File: config.mk
export PLATFORM = sky130hd
export DESIGN_NAME = ram4k_arbiter_flat
export DESIGN_NICKNAME = d
export VERILOG_FILES = /design/src/rtl/ram4k_arbiter_pkg.sv /design/src/rtl/ram4k_arbiter_if.sv /design/src/rtl/ram4k_arbiter_rr.sv /design/src/rtl/ram4k_arbiter.sv /design/src/flat_wrapper.sv
export SDC_FILE = /design/constraint.sdc
export NUM_CORES = 1
export LEC_CHECK = 0
export ABC_AREA = 1
export CAP_MARGIN = 10
export CORE_MARGIN = 2
export CORE_UTILIZATION = 40
export CTS_CLUSTER_SIZE = 28
export DETAILED_ROUTE_END_ITERATION = 10
export GPL_TIMING_DRIVEN = 0
export PLACE_DENSITY = 0.75
export REMOVE_ABC_BUFFERS = 1
export SETUP_SLACK_MARGIN = 0.4
export SLEW_MARGIN = 5
export SYNTH_ARGS = -nofsm -noshare
export SYNTH_HDL_FRONTEND = slang
export SYNTH_HIERARCHICAL = 1
export SYNTH_SLANG_ARGS = --single-unit
File: constraint.sdc
create_clock -name clk -period 3.75 [get_ports clk]
set_clock_uncertainty 0.05 [all_clocks]
set_input_delay 0.5625 -clock clk [delete_from_list [all_inputs] [get_ports clk]]
set_output_delay 0.5625 -clock clk [all_outputs]
set_load 0.01 [all_outputs]
File: src/rtl/ram4k_arbiter_pkg.sv
// Shared types, sizes and the round-robin pick function for the ram4k arbiter slice.
package ram4k_arbiter_pkg;

    localparam int RAM4K_WORDS = 4096;
    localparam int ADDR_W      = 12;
    localparam int DATA_W      = 16;
    localparam logic [ADDR_W-1:0] LAST_ADDR = ADDR_W'(RAM4K_WORDS - 1);

    // Requester slots inside the packed request/grant vectors.
    localparam int REQ_A = 0;
    localparam int REQ_B = 1;

    typedef enum logic {
        ST_CLEAR = 1'b0,
        ST_SERVE = 1'b1
    } state_t;

    // last_b = 1 means B was served most recently, so A wins a tie.
    function automatic logic [1:0] rr_pick(input logic [1:0] req, input logic last_b);
        logic [1:0] pick;
        pick = 2'b00;
        case (req)
            2'b01:   pick = 2'b01;
            2'b10:   pick = 2'b10;
            2'b11:   pick = last_b ? 2'b01 : 2'b10;
            default: pick = 2'b00;
        endcase
        return pick;
    endfunction

endpackage

File: src/rtl/ram4k_arbiter_if.sv
// Requester, clear-control and RAM-side signals of the ram4k arbiter.
interface ram4k_arbiter_if;
    import ram4k_arbiter_pkg::*;

    logic              a_req;
    logic              a_we;
    logic [ADDR_W-1:0] a_addr;
    logic [DATA_W-1:0] a_wdata;
    logic              a_gnt;
    logic              a_rvalid;
    logic [DATA_W-1:0] a_rdata;

    logic              b_req;
    logic              b_we;
    logic [ADDR_W-1:0] b_addr;
    logic [DATA_W-1:0] b_wdata;
    logic              b_gnt;
    logic              b_rvalid;
    logic [DATA_W-1:0] b_rdata;

    logic              clear_req;
    logic              busy;

    logic [DATA_W-1:0] ram_in;
    logic [ADDR_W-1:0] ram_address;
    logic              ram_load;
    logic [DATA_W-1:0] ram_out;

    // Master: the requesters plus the external ram4k instance.
    modport master (
        output a_req, a_we, a_addr, a_wdata,
        input  a_gnt, a_rvalid, a_rdata,
        output b_req, b_we, b_addr, b_wdata,
        input  b_gnt, b_rvalid, b_rdata,
        output clear_req,
        input  busy,
        input  ram_in, ram_address, ram_load,
        output ram_out
    );

    modport slave (
        input  a_req, a_we, a_addr, a_wdata,
        output a_gnt, a_rvalid, a_rdata,
        input  b_req, b_we, b_addr, b_wdata,
        output b_gnt, b_rvalid, b_rdata,
        input  clear_req,
        output busy,
        output ram_in, ram_address, ram_load,
        input  ram_out
    );

endinterface

File: src/rtl/ram4k_arbiter_rr.sv
// Two-requester round-robin arbiter (arbiter2_rr): one-hot combinational grant, owns the last pointer.
module ram4k_arbiter_rr
    import ram4k_arbiter_pkg::*;
(
    input  logic       clk,
    input  logic       reset,
    input  logic [1:0] req,
    input  logic       enable,
    output logic [1:0] gnt
);

    logic r_last_b;

    assign gnt = enable ? rr_pick(req, r_last_b) : 2'b00;

    // Pointer starts at B so A takes the first conflict.
    always_ff @(posedge clk) begin
        if (reset) begin
            r_last_b <= 1'b1;
        end else if (|gnt) begin
            r_last_b <= gnt[REQ_B];
        end
    end

endmodule

File: src/rtl/ram4k_arbiter.sv
// Shares one ram4k between requesters A and B (round robin) and clears all words after reset or on command.
module ram4k_arbiter
    import ram4k_arbiter_pkg::*;
#(
    parameter logic [DATA_W-1:0] CLEAR_VALUE    = 16'h0000,
    parameter bit                CLEAR_ON_RESET = 1'b1
) (
    input  logic            clk,
    input  logic            reset,
    ram4k_arbiter_if.slave  bus
);

    localparam state_t RESET_STATE = CLEAR_ON_RESET ? ST_CLEAR : ST_SERVE;

    state_t            r_state;
    state_t            w_state_next;
    logic [ADDR_W-1:0] r_clr_cnt;
    logic [ADDR_W-1:0] w_clr_cnt_next;
    logic [ADDR_W-1:0] r_addr_hold;
    logic [DATA_W-1:0] r_in_hold;
    logic [ADDR_W-1:0] w_ram_address;
    logic [DATA_W-1:0] w_ram_in;
    logic              w_ram_load;
    logic              w_arb_en;

    logic [1:0]        w_req;
    logic [1:0]        w_we;
    logic [1:0]        w_gnt;
    logic [ADDR_W-1:0] w_addr  [2];
    logic [DATA_W-1:0] w_wdata [2];
    logic [1:0]        w_rvalid;
    logic [DATA_W-1:0] w_rdata [2];

    assign w_req[REQ_A]   = bus.a_req;
    assign w_req[REQ_B]   = bus.b_req;
    assign w_we[REQ_A]    = bus.a_we;
    assign w_we[REQ_B]    = bus.b_we;
    assign w_addr[REQ_A]  = bus.a_addr;
    assign w_addr[REQ_B]  = bus.b_addr;
    assign w_wdata[REQ_A] = bus.a_wdata;
    assign w_wdata[REQ_B] = bus.b_wdata;

    // A pending clear request blocks grants in the same cycle it is seen.
    assign w_arb_en = !reset && (r_state == ST_SERVE) && !bus.clear_req;

    ram4k_arbiter_rr u_arb (
        .clk    (clk),
        .reset  (reset),
        .req    (w_req),
        .enable (w_arb_en),
        .gnt    (w_gnt)
    );

    always_ff @(posedge clk) begin
        if (reset) begin
            r_state     <= RESET_STATE;
            r_clr_cnt   <= '0;
            r_addr_hold <= '0;
            r_in_hold   <= '0;
        end else begin
            r_state     <= w_state_next;
            r_clr_cnt   <= w_clr_cnt_next;
            r_addr_hold <= w_ram_address;
            r_in_hold   <= w_ram_in;
        end
    end

    always_comb begin
        w_state_next   = r_state;
        w_clr_cnt_next = r_clr_cnt;
        w_ram_address  = r_addr_hold;
        w_ram_in       = r_in_hold;
        w_ram_load     = 1'b0;
        if (reset) begin
            w_ram_address = '0;
            w_ram_in      = '0;
        end else begin
            case (r_state)
                ST_CLEAR: begin
                    w_ram_address  = r_clr_cnt;
                    w_ram_in       = CLEAR_VALUE;
                    w_ram_load     = 1'b1;
                    w_clr_cnt_next = r_clr_cnt + 1'b1;
                    if (r_clr_cnt == LAST_ADDR) begin
                        w_state_next = ST_SERVE;
                    end
                end
                ST_SERVE: begin
                    if (bus.clear_req) begin
                        w_state_next = ST_CLEAR;
                    end else begin
                        for (int i = 0; i < 2; i++) begin
                            if (w_gnt[i]) begin
                                w_ram_address = w_addr[i];
                                w_ram_in      = w_wdata[i];
                                w_ram_load    = w_we[i];
                            end
                        end
                    end
                end
                default: w_state_next = RESET_STATE;
            endcase
        end
    end

    // Read return per requester: capture ram_out at the end of a read grant.
    genvar gi;
    generate
        for (gi = 0; gi < 2; gi++) begin : g_rd
            logic              r_rvalid;
            logic [DATA_W-1:0] r_rdata;
            logic              w_rd_hit;

            assign w_rd_hit = w_gnt[gi] && !w_we[gi];

            always_ff @(posedge clk) begin
                if (reset) begin
                    r_rvalid <= 1'b0;
                    r_rdata  <= '0;
                end else begin
                    r_rvalid <= w_rd_hit;
                    if (w_rd_hit) begin
                        r_rdata <= bus.ram_out;
                    end
                end
            end

            assign w_rvalid[gi] = !reset && r_rvalid;
            assign w_rdata[gi]  = reset ? '0 : r_rdata;
        end
    endgenerate

    assign bus.a_gnt    = w_gnt[REQ_A];
    assign bus.b_gnt    = w_gnt[REQ_B];
    assign bus.a_rvalid = w_rvalid[REQ_A];
    assign bus.b_rvalid = w_rvalid[REQ_B];
    assign bus.a_rdata  = w_rdata[REQ_A];
    assign bus.b_rdata  = w_rdata[REQ_B];

    assign bus.busy        = reset ? CLEAR_ON_RESET : (r_state == ST_CLEAR);
    assign bus.ram_address = w_ram_address;
    assign bus.ram_in      = w_ram_in;
    assign bus.ram_load    = w_ram_load;

endmodule

File: src/flat_wrapper.sv
// flat-port wrapper written by rule: the top's interface ports become plain ports
module ram4k_arbiter_flat import ram4k_arbiter_pkg::*;
#(
    parameter logic [DATA_W-1:0] CLEAR_VALUE    = 16'h0000,
    parameter bit                CLEAR_ON_RESET = 1'b1
)
  (clk, reset, bus_a_req, bus_a_we, bus_a_addr, bus_a_wdata, bus_a_gnt, bus_a_rvalid, bus_a_rdata, bus_b_req, bus_b_we, bus_b_addr, bus_b_wdata, bus_b_gnt, bus_b_rvalid, bus_b_rdata, bus_clear_req, bus_busy, bus_ram_in, bus_ram_address, bus_ram_load, bus_ram_out);
  ram4k_arbiter_if bus_i ();
  input  logic clk;
  input  logic reset;
  input wire logic [$bits(bus_i.a_req)-1:0] bus_a_req;
  input wire logic [$bits(bus_i.a_we)-1:0] bus_a_we;
  input wire logic [$bits(bus_i.a_addr)-1:0] bus_a_addr;
  input wire logic [$bits(bus_i.a_wdata)-1:0] bus_a_wdata;
  output wire logic [$bits(bus_i.a_gnt)-1:0] bus_a_gnt;
  output wire logic [$bits(bus_i.a_rvalid)-1:0] bus_a_rvalid;
  output wire logic [$bits(bus_i.a_rdata)-1:0] bus_a_rdata;
  input wire logic [$bits(bus_i.b_req)-1:0] bus_b_req;
  input wire logic [$bits(bus_i.b_we)-1:0] bus_b_we;
  input wire logic [$bits(bus_i.b_addr)-1:0] bus_b_addr;
  input wire logic [$bits(bus_i.b_wdata)-1:0] bus_b_wdata;
  output wire logic [$bits(bus_i.b_gnt)-1:0] bus_b_gnt;
  output wire logic [$bits(bus_i.b_rvalid)-1:0] bus_b_rvalid;
  output wire logic [$bits(bus_i.b_rdata)-1:0] bus_b_rdata;
  input wire logic [$bits(bus_i.clear_req)-1:0] bus_clear_req;
  output wire logic [$bits(bus_i.busy)-1:0] bus_busy;
  output wire logic [$bits(bus_i.ram_in)-1:0] bus_ram_in;
  output wire logic [$bits(bus_i.ram_address)-1:0] bus_ram_address;
  output wire logic [$bits(bus_i.ram_load)-1:0] bus_ram_load;
  input wire logic [$bits(bus_i.ram_out)-1:0] bus_ram_out;
  assign bus_i.a_req = bus_a_req;
  assign bus_i.a_we = bus_a_we;
  assign bus_i.a_addr = bus_a_addr;
  assign bus_i.a_wdata = bus_a_wdata;
  assign bus_a_gnt = bus_i.a_gnt;
  assign bus_a_rvalid = bus_i.a_rvalid;
  assign bus_a_rdata = bus_i.a_rdata;
  assign bus_i.b_req = bus_b_req;
  assign bus_i.b_we = bus_b_we;
  assign bus_i.b_addr = bus_b_addr;
  assign bus_i.b_wdata = bus_b_wdata;
  assign bus_b_gnt = bus_i.b_gnt;
  assign bus_b_rvalid = bus_i.b_rvalid;
  assign bus_b_rdata = bus_i.b_rdata;
  assign bus_i.clear_req = bus_clear_req;
  assign bus_busy = bus_i.busy;
  assign bus_ram_in = bus_i.ram_in;
  assign bus_ram_address = bus_i.ram_address;
  assign bus_ram_load = bus_i.ram_load;
  assign bus_i.ram_out = bus_ram_out;
  ram4k_arbiter #(.CLEAR_VALUE(CLEAR_VALUE), .CLEAR_ON_RESET(CLEAR_ON_RESET)) u_core (.clk(clk), .reset(reset), .bus(bus_i));
endmodule
==> reports/results.ini, run 1 <==
[run_status]
status = finished, final reports clean

[cells_and_area]
drive_above_1_share = 0.0988
layout.nets = 733
finalNonFillerCells = 766
fin_util = 0.635
area_growth_pct = 54.0
diodes = 0

[power_and_ir_drop]
p_per_area_nw_per_um2 = 277
p_leak_nw = 2.34
ir_worst_vdd_mv = 0.158

[die]
die_area_um2 = 9760
die_x_um = 98.8
core_area_um2 = 8720
start_util = 0.412
die_h_um = 98.8
rows = 34
ios = 145

[logic_synthesis]
synth_cell_types = 32
netlist_instances = 500
synth_warnings = 6
syn-cell-area_um2 = 3600
ys_seq_area_frac = 0.423
synth.avg_cell_area_um2 = 7.19
ys_seq_elements = 76

[sta]
tightest_slew_ns = 0.922
max_freq_mhz = 297
layout_setup_ws_ns = 0.385
hold_viol = 0
slew_viol_final = 0
fin_crit_sh = 0.897
fin_tns_setup_ns = 0
rsz0062_at_grt = true
finalSetupViolCount = 0
min_period_ns = 3.37
slew_headroom = 0.385
timing.hold.ws_ns = 0.417

[drt]
first_pass_iters = 4
drc = 0
viasPerCell = 5.12
routed_wl_mm = 11.7
wl_per_cell_um = 15.2
vias = 3922
ant_nets = 0
drt_iter0_markers = 147

[min_path]
hp-class = in2reg
hold_depth = 2

[global_routing]
grt_usage = 0.237
overflow = 0
grt_pass1_wl_mm = 18.6
antenna_found_initial = 0
grt_max_degree = 28
grt_pass1_vias = 3812

[job]
cap_violations = 0

[cts]
clk_pin_slew_worst_paths_ns = 0.08
clk_latency_ns = 0.35
clk_path_buf_depth = 2
cts_root_buf = clkbuf_8
clock-sinks = 76
cts_tree = yes
cts_hold_buf = 0
cts_inserted_buffers = 9
htree_levels = 3

[placed_design]
dp.cells = 725
numPortBuffers = 144
gp_congestion = 0.840
post-dp-hpwl_mm = 7.52
pre_cts_ws_ns = -2.16

[critical_path]
reg2regPathDepth = 11
cp.arrival_ns = 2.75
crit_required_ns = 3.14
startpoint_type = input port
critical_path_peak_fanout = 27
setup.worst_path.end_class = output pin
path_class = in2out

## cells in the final DEF, fill, tap and decap left out, types with 2 or more instances in the layout
master / Yosys / final
nand4_1: 4 / 4
inv_2: 8 / 4
dlymetal6s2s_1: 0 / 8
nor2_1: 60 / 59
clkinvlp_4: 0 / 5
clkbuf_8: 0 / 9
buf_4: 2 / 19
a211oi_1: 2 / 2
dfxtp_1: 76 / 75
buf_12: 0 / 2
o22a_1: 32 / 32
nor2_4: 1 / 2
inv_1: 55 / 54
o311ai_0: 2 / 2
o21ai_1: 51 / 51
buf_6: 2 / 3
o21ai_0: 19 / 18
dlygate4sd2_1: 0 / 18
nor3_1: 2 / 2
nand2_1: 75 / 75
a21oi_1: 46 / 45
inv_4: 0 / 3
inv_6: 0 / 4
nor2_8: 2 / 2
nand3_1: 25 / 25
clkdlybuf4s50_1: 0 / 115
## stage by stage
| stage | power (mW) | cell area [um^2] |
|---|---|---|
| global route | 1.59 | 5540 |
| global placement | 0.956 | 5040 |
| CTS | 1.54 | 5440 |
| finish | 1.53 | 5540 |
| floorplan | 0.851 | 3460 |
| detailed placement | 0.959 | 5060 |
## area by class of cell
type                       count  area, um^2
fill                         779        3180
multi-input combinational    333        1740
timing repair buffer         168        1680
sequential                    76        1530
inverter                      63         260
tap                          108         135
clock buffer                   9         124
clock inverter                 7        57.6
timing repair inverter         2        16.3
## where the power goes
part	internal, mW	total, mW	switching, mW
Sequential	0.810	0.813	0.00325
Clock	0.248	0.584	0.336
Combinational	0.0889	0.134	0.0452
## cell usage after synthesis
master / instances / area share
o21ai_0: 19 / 0.026
o211ai_1: 1 / 0.0021
nand2_2: 1 / 0.0017
nand3_2: 1 / 0.0028
o22a_1: 32 / 0.078
dfxtp_1: 76 / 0.42
nand3_1: 25 / 0.035
a21boi_0: 1 / 0.0021
nor2_4: 1 / 0.0031
a21oi_1: 46 / 0.064
buf_4: 2 / 0.0042
inv_1: 55 / 0.057
or2_1: 2 / 0.0035
nor3b_1: 1 / 0.0021
nor2_8: 2 / 0.011
o21ai_1: 51 / 0.071
buf_6: 2 / 0.0063
nand4_1: 4 / 0.0070
nand2_1: 75 / 0.078
nor2_2: 1 / 0.0017
o21a_1: 1 / 0.0021
a211oi_1: 2 / 0.0042
or2_2: 1 / 0.0017
nor2_1: 60 / 0.063
clkbuf_1: 13 / 0.014
buf_1: 5 / 0.0052
o21bai_1: 1 / 0.0021
buf_2: 6 / 0.0084
nor3_1: 2 / 0.0028
inv_2: 8 / 0.0084
ha_1: 1 / 0.0035
o311ai_0: 2 / 0.0049
## critical path, stage by stage
cell	delay [ns]
buf_12	0.14
buf_12	0.16
nor2_4	0.11
inv_2	0.08
nor2_4	0.14
nand2_1	0.07
inv_1	0.09
nand2_4	0.08
clkinvlp_4	0.19
buf_6	0.17
a21oi_1	0.07
nand2_1	0.08
o21ai_1	0.08
a21oi_1	0.14
clkdlybuf4s50_1	0.56
## worst paths after layout
| path | from | to | slack (ns) |
|---|---|---|---|
| max | reset | bus_ram_address[2] | 0.38 |
| min | reset | u_core/r_clr_cnt[0] | 0.42 |
| max reg2reg | u_core/r_state | u_core/g_rd[0].r_rdata[12] | 1.14 |
| min reg2reg | u_core/r_addr_hold[0] | u_core/r_addr_hold[0] | 0.43 |
## per-layer routing
layer  vias to the layer above  part of all wire  GRT usage
li1                       1963                 -          -
met1                      1809              0.45      0.305
met2                       139              0.45      0.379
met3                        11             0.087     0.0816
met4                         0            0.0099     0.0643
met5                         -                 0          0
## registers in the layout, summed over array words and instances, names as in the netlist
signal	count
u_core/g_rd.r_rdata	32
u_core/r_in_hold	16
u_core/r_addr_hold	12
u_core/r_clr_cnt	12
u_core/g_rd.r_rvalid	2
u_core/r_state	1
u_core/u_arb/r_last_b	1
## cell families after synthesis
group	Yosys count	share of synthesized area
flip-flops	76	0.423
buffers and inverters	91	0.103
AND/OR/NAND/NOR	176	0.213
AO/OA/AOI/OAI	156	0.257
adder cells (fa/ha/maj)	1	0.00348
## what timing repair did
item | 4_1_cts | 5_1_grt
endpoints found under the setup margin | 94 | 13
pin swaps | 4 | 1
cloned | 3 | 0
gates resized for setup | 46 | 15
setup buffers | 14 | 8
Power figures use the tool's default switching activity.
==> run 2: changes to the inputs <==
--- a/config.mk
+++ b/config.mk
@@ -12,11 +12,10 @@
 export CTS_CLUSTER_SIZE = 28
 export DETAILED_ROUTE_END_ITERATION = 10
 export GPL_TIMING_DRIVEN = 0
-export PLACE_DENSITY = 0.75
+export PLACE_DENSITY = 0.74
 export REMOVE_ABC_BUFFERS = 1
 export SETUP_SLACK_MARGIN = 0.4
 export SLEW_MARGIN = 5
 export SYNTH_ARGS = -nofsm -noshare
 export SYNTH_HDL_FRONTEND = slang
-export SYNTH_HIERARCHICAL = 1
 export SYNTH_SLANG_ARGS = --single-unit
==> run 2 against run 1 <==
  * Hold slack better by 0.014 ns
  * Register-to-register slack gained 0.56 ns
  * Flip-flop and latch count stayed put
  * Global-route usage shrank 2.9 points
  * Critical path depth is 1 lower
  * Clock-buffer cell count up 2
  * Largest power group unchanged
  * Highest routed layer unchanged
==> reports/results.ini, run 2 <==
[run_status]
status = finished, final reports clean

[logic_synthesis]
synth_edf_count = 0  ; unchanged
synth-simple-area-share = 0.308  ; +0.0950
synthAdderAreaFrac = 0.00328  ; -0.000200
synth_cell_types = 30  ; -6.3%
ys_seq_elements = 76  ; unchanged
yosys-top-cells-area = dfxtp_1, inv_1, nand2_1
synth_flop_cell = dfxtp_1
synth_warnings = 0  ; -6
synth.avg_cell_area_um2 = 6.51  ; -9.5%
yosysTopAreaCell = dfxtp_1
netlist_instances = 586  ; +17%
synth_top_family_by_area = simple AND/OR/NAND/NOR gates
synth_common_cells = inv_1, nand2_1, dfxtp_1, nand3_1, o21ai_0
syn-cell-area_um2 = 3810  ; +6.1%
ys_seq_area_frac = 0.399  ; -0.0243
synth_xor_area_frac = 0  ; unchanged
ys_async_sr_fraction = 0  ; unchanged
synth_top_area_share = 0.399  ; -0.0243
synth_mux_area_frac = 0  ; unchanged
synth-compound-area-share = 0.135  ; -0.122

[die]
die_h_um = 102  ; +2.9%
rows = 35  ; +2.9%
core_area_um2 = 9240  ; +6.0%
die_area_um2 = 10300  ; +5.8%
die_x_um = 102  ; +2.9%
start_util = 0.413  ; +0.000525
ios = 145  ; unchanged

[sta]
hold_viol = 0  ; unchanged
fin_crit_sh = 0.862  ; -0.0357
rsz0062_at_grt = true
min_period_ns = 3.23  ; -0.134 ns
finalSetupViolCount = 0  ; unchanged
slew_headroom = 0.523  ; +0.137
max_freq_mhz = 309  ; +4.1%
tightest_slew_ns = 0.713  ; -0.209 ns
slew_viol_final = 0  ; unchanged
timing.hold.ws_ns = 0.431  ; +0.0142 ns

[global_routing]
grt_pass1_wl_mm = 17.2  ; -7.8%
antenna_found_initial = 0  ; unchanged
grt_usage = 0.208  ; -0.0290
grt_max_degree = 42  ; +50%
grt_pass1_vias = 3863  ; +1.3%
overflow = 0  ; unchanged

[placed_design]
dp.cells = 833  ; +15%
numPortBuffers = 144  ; unchanged
gp_congestion = 0.847  ; +0.81%
post-dp-hpwl_mm = 7.29  ; -3.0%

[critical_path]
ff2ff_setup_slack_ns = 1.70  ; +0.56 ns
worstReg2RegStart = u_core.r_state
crit_required_ns = 3.14  ; about the same
path_class = in2out
reg2regPathDepth = 9  ; -2
cp.arrival_ns = 2.62  ; -0.13 ns
setup.worst_path.end_class = output pin
critical_path_peak_fanout = 24  ; -11%
r2r_end = u_core.g_rd[0].r_rdata[7]
startpoint_type = input port

[cells_and_area]
final_cell_mix = clkdlybuf4s50_1, inv_1, nand2_1
layout.nets = 806  ; +10%
reg.largest.list = u_core.g_rd.r_rdata (32), u_core.r_in_hold (16)
diodes = 0  ; unchanged
final_common_cell = clkdlybuf4s50_1
largest-register = u_core.g_rd.r_rdata
drive_above_1_share = 0.0699  ; -0.0289
area_growth_pct = 50.5
finalNonFillerCells = 859  ; +12%
n_fill_cell = 832  ; +6.8%
largest_register_ffs = 32  ; unchanged

[job]
cap_violations = 0  ; unchanged

[power_and_ir_drop]
finalPower_mw = 1.68  ; +9.7%
ir_worst_vdd_mv = 0.176  ; +11%
p_leak_nw = 2.85  ; +22%
p_per_area_nw_per_um2 = 293  ; +5.8%

[drt]
vias = 4073  ; +3.9%
drt_iter0_markers = 121  ; -18%
ant_nets = 0  ; unchanged
wl_per_cell_um = 12.5  ; -18%
routed_wl_mm = 10.7  ; -8.1%
first_pass_iters = 4  ; unchanged
viasPerCell = 4.74  ; -7.4%
drc = 0  ; unchanged

[cts]
htree_levels = 3  ; unchanged
clock-sinks = 76  ; unchanged
clk_path_buf_depth = 2  ; unchanged
clk_pin_slew_worst_paths_ns = 0.08  ; about the same
cts_root_buf = clkbuf_8
cts_inserted_buffers = 9  ; unchanged
cts_tree = yes
cts_hold_buf = 0  ; unchanged
clk_latency_ns = 0.35  ; about the same

[min_path]
hold_depth = 2  ; unchanged
hp-class = reg2reg
worstHoldStart = u_core.r_in_hold[6]
worstHoldEndpoint = u_core.r_in_hold[6]

-- run 2: cell types whose count changed in the layout (fill, tap and decap cells not counted), moves of 6 or more --
| cell | before | now |
|---|---|---|
| dlygate4sd2_1 | 18 | 0 |
| a21oi_1 | 45 | 25 |
| nor2_1 | 59 | 47 |
| nand2_1 | 75 | 114 |
| o21ai_1 | 51 | 10 |
| or2_1 | 1 | 8 |
| buf_4 | 19 | 5 |
| inv_1 | 54 | 114 |
| clkdlybuf4s50_1 | 115 | 130 |
| nand3_1 | 25 | 67 |
| o22a_1 | 32 | 0 |
| nand3b_1 | 0 | 6 |
| o21ai_0 | 18 | 60 |
| or2_2 | 1 | 8 |
-- run 2: power by group --
group | internal, mW | switching [mW]
sequential | 0.829 | 0.0156
combinational | 0.119 | 0.0775
clock | 0.339 | 0.299
total | 1.29 | 0.393
-- run 2: worst max path at each step --
stage	startpoint	to	slack (ns)	cells past startpoint
after floorplan	reset	bus_ram_in[11]	0.56	7
after global placement	reset	bus_ram_address[10]	-2.73	11
after detailed placement	reset	bus_ram_address[4]	-1.21	12
after CTS	reset	bus_ram_in[14]	0.43	14
after global routing	reset	bus_ram_address[8]	0.37	14
final	reset	bus_ram_address[4]	0.52	14
-- run 2: critical path, stage by stage --
cell and delay (ns):
buf_4 0.17, buf_12 0.18, inv_6 0.11, nand2_8 0.12, nor2_4 0.15, buf_12 0.15, buf_4 0.15, buf_4 0.16
nand3_1 0.08, nand3_1 0.09, nand3_1 0.07, nand2_1 0.09, inv_1 0.04, clkdlybuf4s50_1 0.48
-- run 2: what timing repair did --
item,CTS,global route
gates resized for setup,13,18
pin swaps,2,0
setup endpoints to repair,68,28
cloned,3,1
setup buffers,6,1
-- run 2: area by class of cell --
type | instances | area [um^2] | share of cell area
Tap cell | 129 | 161 | 0.0281
Inverter | 121 | 468 | 0.0815
Timing Repair Buffer | 153 | 1600 | 0.278
Clock buffer | 11 | 151 | 0.0264
Multi-Input combinational cell | 365 | 1790 | 0.312
Sequential cell | 76 | 1520 | 0.265
Clock inverter | 4 | 48.8 | 0.00850
-- run 2: metal layers --
metal,wire [um],global-route usage,vias to the layer above,share of wire
met1,4620,0.242,1826,0.43
met4,114,0.0696,0,0.011
met5,0,0,-,0
met3,1030,0.0711,12,0.096
met2,4960,0.356,142,0.46
li1,-,-,2093,-
-- run 2: metrics by stage --
stage | util | cell area [um^2] | worst slack (ns) | setup TNS, ns
after floorplan | - | 3680 | 0.558 | 0
after global placement | 0.572 | 5280 | -2.73 | -177.02
after detailed placement | 0.573 | 5300 | -1.21 | -40.55
after CTS | 0.613 | 5670 | 0.432 | 0
after global routing | 0.621 | 5740 | 0.371 | 0
final | 0.621 | 5740 | 0.518 | 0
-- run 2: logic make-up (layout without fill, tap and decap cells) --
logic type | Yosys count | in the layout
and+or+nand+nor | 262 | 265
DFF | 76 | 76
adders and majority gates | 1 | 1
buffers and inverters | 148 | 289
AOI/OAI and AO/OA | 99 | 99
